`src/rtl/milestone_reporter.sv`:
```
// milestone_reporter: turns rising edges of an upstream milestone level into
// {seq, cnt} records, queues them in a small FIFO for a ready/valid consumer,
// checks the spacing between consecutive milestone counts, and reports when
// the upstream run has completed and every queued record has been drained.
module milestone_reporter #(
    parameter int CNT_W = 20,
    parameter int STEP  = 200000,
    parameter int DEPTH = 4
) (
    input  logic               clk,
    input  logic               rst_n,
    input  logic [CNT_W-1:0]   cnt,
    input  logic               milestone,
    input  logic               done,
    output logic               rec_valid,
    input  logic               rec_ready,
    output logic [CNT_W+2:0]   rec_data,
    output logic               overflow,
    output logic [7:0]         drop_cnt,
    output logic               seq_err,
    output logic               finished
);

    localparam int AW    = (DEPTH > 1) ? $clog2(DEPTH) : 1;
    localparam int REC_W = CNT_W + 3;

    localparam logic [AW:0]    DEPTH_C = (AW+1)'(DEPTH);
    localparam logic [AW:0]    CNT_ONE = (AW+1)'(1);
    localparam logic [AW-1:0]  PTR_ONE = AW'(1);
    localparam logic [CNT_W:0] STEP_C  = (CNT_W+1)'(STEP);

    // The FIFO pointers rely on natural wrap, so the depth must be 2^n.
    generate
        if (DEPTH < 2 || (DEPTH & (DEPTH - 1)) != 0) begin : g_bad_depth
            $error("milestone_reporter: DEPTH must be a power of two, at least 2");
        end
    endgenerate

    typedef enum logic [1:0] {
        RUN   = 2'd0,
        DRAIN = 2'd1,
        FIN   = 2'd2
    } state_t;

    state_t state_q;
    logic   finished_q;

    // Edge-detect history and bookkeeping registers
    logic               ms_q, ms_d;
    logic               done_q, done_d;
    logic [2:0]         seq_q, seq_d;
    logic [CNT_W-1:0]   last_q, last_d;
    logic               overflow_q, overflow_d;
    logic [7:0]         drop_cnt_q, drop_cnt_d;
    logic               seq_err_q, seq_err_d;

    // FIFO storage and pointers
    logic [REC_W-1:0]   mem_q [DEPTH];
    logic [AW-1:0]      wr_ptr_q, wr_ptr_d;
    logic [AW-1:0]      rd_ptr_q, rd_ptr_d;
    logic [AW:0]        count_q, count_d;

    // Per-cycle decode
    logic               ev;
    logic               pop;
    logic               full;
    logic               push;
    logic               drop;
    logic [2:0]         seq_next;
    logic [REC_W-1:0]   rec_new;
    logic [CNT_W:0]     exp_cnt;
    logic               space_bad;
    logic               done_rise;

    assign rec_valid = (count_q != '0);
    // Gate the head with valid so the output reads zero whenever the queue is empty.
    assign rec_data  = rec_valid ? mem_q[rd_ptr_q] : '0;
    assign overflow  = overflow_q;
    assign drop_cnt  = drop_cnt_q;
    assign seq_err   = seq_err_q;
    assign finished  = finished_q;

    // Event decode, push/drop arbitration, spacing check and next-state values.
    always_comb begin
        ev         = milestone & ~ms_q & (state_q != FIN);
        pop        = rec_valid & rec_ready;
        full       = (count_q == DEPTH_C);
        push       = ev & (~full | pop);
        drop       = ev & full & ~pop;
        seq_next   = seq_q + 3'd1;
        rec_new    = {seq_next, cnt};
        // One extra bit so a sum past the counter range can never alias a valid count.
        exp_cnt    = {1'b0, last_q} + STEP_C;
        space_bad  = ({1'b0, cnt} != exp_cnt);
        done_rise  = done & ~done_q;

        ms_d       = milestone;
        done_d     = done;
        seq_d      = seq_q;
        last_d     = last_q;
        overflow_d = overflow_q;
        drop_cnt_d = drop_cnt_q;
        seq_err_d  = seq_err_q;
        wr_ptr_d   = wr_ptr_q;
        rd_ptr_d   = rd_ptr_q;
        count_d    = count_q;

        // Dropped events still advance seq and update last so gaps stay visible.
        if (ev) begin
            seq_d  = seq_next;
            last_d = cnt;
            if (space_bad) begin
                seq_err_d = 1'b1;
            end
        end

        if (drop) begin
            overflow_d = 1'b1;
            if (drop_cnt_q != 8'hFF) begin
                drop_cnt_d = drop_cnt_q + 8'd1;
            end
        end

        if (push) begin
            wr_ptr_d = wr_ptr_q + PTR_ONE;
        end
        if (pop) begin
            rd_ptr_d = rd_ptr_q + PTR_ONE;
        end

        case ({push, pop})
            2'b10:   count_d = count_q + CNT_ONE;
            2'b01:   count_d = count_q - CNT_ONE;
            default: count_d = count_q;
        endcase
    end

    // Bookkeeping and FIFO pointer registers.
    always_ff @(posedge clk) begin
        if (!rst_n) begin
            ms_q       <= 1'b0;
            done_q     <= 1'b0;
            seq_q      <= 3'd0;
            last_q     <= '0;
            overflow_q <= 1'b0;
            drop_cnt_q <= 8'd0;
            seq_err_q  <= 1'b0;
            wr_ptr_q   <= '0;
            rd_ptr_q   <= '0;
            count_q    <= '0;
        end else begin
            ms_q       <= ms_d;
            done_q     <= done_d;
            seq_q      <= seq_d;
            last_q     <= last_d;
            overflow_q <= overflow_d;
            drop_cnt_q <= drop_cnt_d;
            seq_err_q  <= seq_err_d;
            wr_ptr_q   <= wr_ptr_d;
            rd_ptr_q   <= rd_ptr_d;
            count_q    <= count_d;
        end
    end

    // Record storage: written on push, contents need no reset since count gates reads.
    always_ff @(posedge clk) begin
        if (rst_n && push) begin
            mem_q[wr_ptr_q] <= rec_new;
        end
    end

    // Run-completion FSM with a registered finished flag.
    always_ff @(posedge clk) begin
        if (!rst_n) begin
            state_q    <= RUN;
            finished_q <= 1'b0;
        end else begin
            case (state_q)
                RUN: begin
                    if (done_rise) begin
                        state_q <= DRAIN;
                    end
                end
                DRAIN: begin
                    if (count_q == '0 && !push) begin
                        state_q    <= FIN;
                        finished_q <= 1'b1;
                    end
                end
                FIN: begin
                    state_q    <= FIN;
                    finished_q <= 1'b1;
                end
                default: begin
                    state_q    <= RUN;
                    finished_q <= 1'b0;
                end
            endcase
        end
    end

endmodule

```
`config.mk`:
```
export PLATFORM = sky130hd
export DESIGN_NAME = milestone_reporter
export DESIGN_NICKNAME = d
export VERILOG_FILES = /design/src/rtl/milestone_reporter.sv
export SDC_FILE = /design/constraint.sdc
export NUM_CORES = 1
export LEC_CHECK = 0
export CELL_PAD_IN_SITES_DETAIL_PLACEMENT = 0
export CELL_PAD_IN_SITES_GLOBAL_PLACEMENT = 1
export CORE_AREA = 5 5 120 122
export DETAILED_ROUTE_END_ITERATION = 8
export DIE_AREA = 0 0 125 127
export PLACE_DENSITY = 0.85
export SETUP_SLACK_MARGIN = 0.1
export SLEW_MARGIN = 20
export SYNTH_ARGS = -nofsm -noshare
export SYNTH_HDL_FRONTEND = slang
export SYNTH_SLANG_ARGS = --single-unit
```
`constraint.sdc`:
```
create_clock -name clk -period 3.6 [get_ports clk]
set_clock_uncertainty 0.2 [all_clocks]
set_input_delay 0.54 -clock clk [delete_from_list [all_inputs] [get_ports clk]]
set_output_delay 0.54 -clock clk [all_outputs]
set_load 0.01 [all_outputs]
```
==> reports/summary.txt <==
Register-to-Register Path Depth -> 8
R2r startpoint -> count_q[1]
Tot GR Track Use -> 15.99%
CP endpoint kind -> primary output
Post-synthesis register bit count -> 139
Synth unique cells -> 54
Grt total ovfl -> 0
Worst slew pin tran -> 462.6 ps
Max VDD drop -> 0.3355 mV
Post-CTS setup repair buffer count -> 0
Crit start category -> flop
CTS max path bufs -> 2
Synth Area per Inst -> 13.59 sq um
Fin crit period -> 3107 ps
Layout area overhead -> 23.01%
Cell area after synthesis -> 6102 sq um
Core area -> 13090 sq um
Top FF cell, synth -> edfxtp_1
EDFF count, synth -> 92
Required @ worst endpoint -> 2860 ps
Reg2reg setup slack -> 1020 ps
Syn_nets -> 486
Routed wire length -> 12.07 mm
Starting density of the core -> 46.63%
# IOs -> 60
RD Place Congestion -> 0.8232
Cells after synthesis -> 449
Die Wd -> 125 um
Initial antenna violation count -> 0
MaxCap Viol Count -> 0
Fin. Hold Viols -> 0
Drt initial violations -> 262
Fillers -> 1040
H-tree depth -> 4
Residual DRC -> 0
Post-DRT Antenna Nets -> 0
CTS tree -> yes
Clk_lat worst skew -> 420 ps
Tot Pwr -> 4580 uW
RSZ-0062 raised after global routing -> false
N_diodes -> 0
Vias -> 3691
# port buffers -> 59
FP Rows -> 42
Vias in the first global route -> 3791
Leakage -> 0.002574 uW
CTS Hold Bufs -> 0
Nets -> 552
Rel. slew slack -> 69.16%
Num CTS Buffers -> 17
Reg-to-reg endpoint -> count_q[2]
Layout Utilization -> 57.36%
Cell area after layout -> 7506 sq um
Die Area -> 15880 sq um
Asr flop ratio synth -> 0%
HP Class -> flop to flop
Critical Setup Path Class -> flop to primary output
# setup viols final -> 0
FMAX -> 321.9 MHz
Share of cells above drive strength 1 -> 12.50%
Wire length per cell -> 17.14 um
Ys Warns -> 0
Crit path to -> rec_data[3]
TritonRoute pass-1 iters -> 4
First-pass GRT wire length -> 19.79 mm
Outcome -> finished, final reports clean
Worst-path clk slew -> 60 ps
Vias per inst -> 5.243
CP arrival -> 2370 ps
Worst hold stages -> 2
Root buffer cell -> clkbuf_16
Post_cts resized -> 0
Post-DP Area -> 6890 sq um
Power density over the cells -> 610.1 nW/um^2
Setup_tns -> 0 ps
Final period util -> 86.31%
Largest net degree at the start of global routing -> 47
Hpwl dp -> 7.774 mm
DIE HEIGHT -> 127 um
Sequential share of the synthesized area -> 60.69%
Critical path peak fanout -> 23
Max-slew violations -> 0
Clk sinks -> 139
==> cell families after synthesis <==
kind of cell / Yosys count / share of synthesized area (%)
buf+inv: 31 / 2.214
simple gates: 139 / 12.36
fa+ha+maj: 12 / 2.584
xor+xnor: 38 / 5.454
mux: 28 / 9.309
flops: 139 / 60.69
compound gates: 62 / 7.382
==> how the worst min path moves through the flow <==
stage	from	end	slack, ps
5_1_grt	last_q[2]	last_q[2]	300
3_5_place_dp	last_q[5]	last_q[5]	270
4_1_cts	last_q[5]	last_q[5]	280
3_3_place_gp	last_q[1]	last_q[1]	260
6_report	last_q[5]	last_q[5]	280
2_1_floorplan	seq_q[1]	seq_q[1]	250
==> state kept, by name, indices dropped and copies added, names as in the netlist, 2 cells and up, named ones only <==
signal and count:
state_q 2, last_q 20, rd_ptr_q 2, wr_ptr_q 2, drop_cnt 8, count_q 3, seq_q 3, mem_q 92
==> Yosys cell counts (2+ instances only) <==
| cell type | n | area share, % |
|---|---|---|
| nor3b_1 | 2 | 0.25 |
| mux4_2 | 23 | 8.5 |
| dfxtp_1 | 47 | 15 |
| xnor2_1 | 26 | 3.7 |
| nor4_1 | 2 | 0.21 |
| nor3_1 | 2 | 0.16 |
| nand3_1 | 8 | 0.66 |
| mux2i_1 | 5 | 0.82 |
| and2_1 | 38 | 3.9 |
| inv_1 | 8 | 0.49 |
| nor2_1 | 9 | 0.55 |
| clkbuf_1 | 14 | 0.86 |
| or3_1 | 4 | 0.41 |
| buf_2 | 6 | 0.49 |
| a21oi_1 | 8 | 0.66 |
| o21ai_0 | 8 | 0.66 |
| edfxtp_1 | 92 | 45 |
| o2111ai_1 | 2 | 0.29 |
| nand2_1 | 52 | 3.2 |
| ha_1 | 11 | 2.3 |
| nor2b_1 | 6 | 0.62 |
| o211ai_1 | 3 | 0.37 |
| a21boi_0 | 21 | 2.6 |
| xor2_1 | 12 | 1.7 |
| a21boi_1 | 2 | 0.25 |
| a21o_1 | 2 | 0.25 |
| nand4_1 | 4 | 0.41 |
| and3_1 | 6 | 0.62 |
==> per-layer routing <==
| metal | part of all wire, % | routed length (um) | vias up | global-route usage, % |
|---|---|---|---|---|
| met1 | 44 | 5348 | 1805 | 20.20 |
| met2 | 49 | 5933 | 93 | 26.26 |
| li1 | - | - | 1774 | - |
| met3 | 4.6 | 550 | 19 | 4.508 |
| met4 | 1.9 | 234 | 0 | 6.441 |
| met5 | 0 | 0 | - | 0 |
==> critical path, cell delays in order, from the launching register on <==
cell and delay, ps:
dfxtp_1 310, buf_4 400, mux4_2 590, and2_1 170, clkdlybuf4s50_1 470
==> cell type report <==
class	instances	area, sq um	area share (%)
clock buffer	22	444.2	5.918
sequential	139	3704	49.34
tap	176	220.2	2.934
clock inverter	10	171.4	2.284
timing repair buffer	70	673.1	8.968
inverter	8	30.03	0.4001
multi-input combinational	279	2263	30.16
==> power breakdown <==
part / total (uW) / internal [uW] / leakage, uW / switching (uW)
logic: 855 / 432 / 0.00106 / 423
clock network: 1820 / 1220 / 0.000299 / 604
registers: 1900 / 1830 / 0.00122 / 74.9
==> placed cells by master, fill, tap and decap left out, types with 3 or more instances in the layout <==
cell type        synthesis  routed
edfxtp_1                92      92
clkdlybuf4s50_1          0      59
nand2_1                 52      52
dfxtp_1                 47      47
and2_1                  38      38
xnor2_1                 26      26
mux4_2                  23      23
a21boi_0                21      21
clkbuf_16                0      17
xor2_1                  12      12
ha_1                    11      11
buf_4                    1      11
nor2_1                   9       9
inv_1                    8       8
nand3_1                  8       8
o21ai_0                  8       8
a21oi_1                  8       8
and3_1                   6       6
nor2b_1                  6       6
mux2i_1                  5       5
bufinv_16                0       5
clkbuf_1                14       5
or3_1                    4       4
nand4_1                  4       4
o211ai_1                 3       3
clkinv_1                 0       3
==> stage by stage <==
stage,worst slack [ps],hold WS (ps),cells
6_report,493.0,279.5,704
5_1_grt,327.8,304.3,704
4_1_cts,423.8,279.7,704
3_5_place_dp,664.3,271.7,672
3_3_place_gp,779.5,263.6,672
2_1_floorplan,946.1,247.2,449
Note: power is estimated with default switching activity, not from simulation.
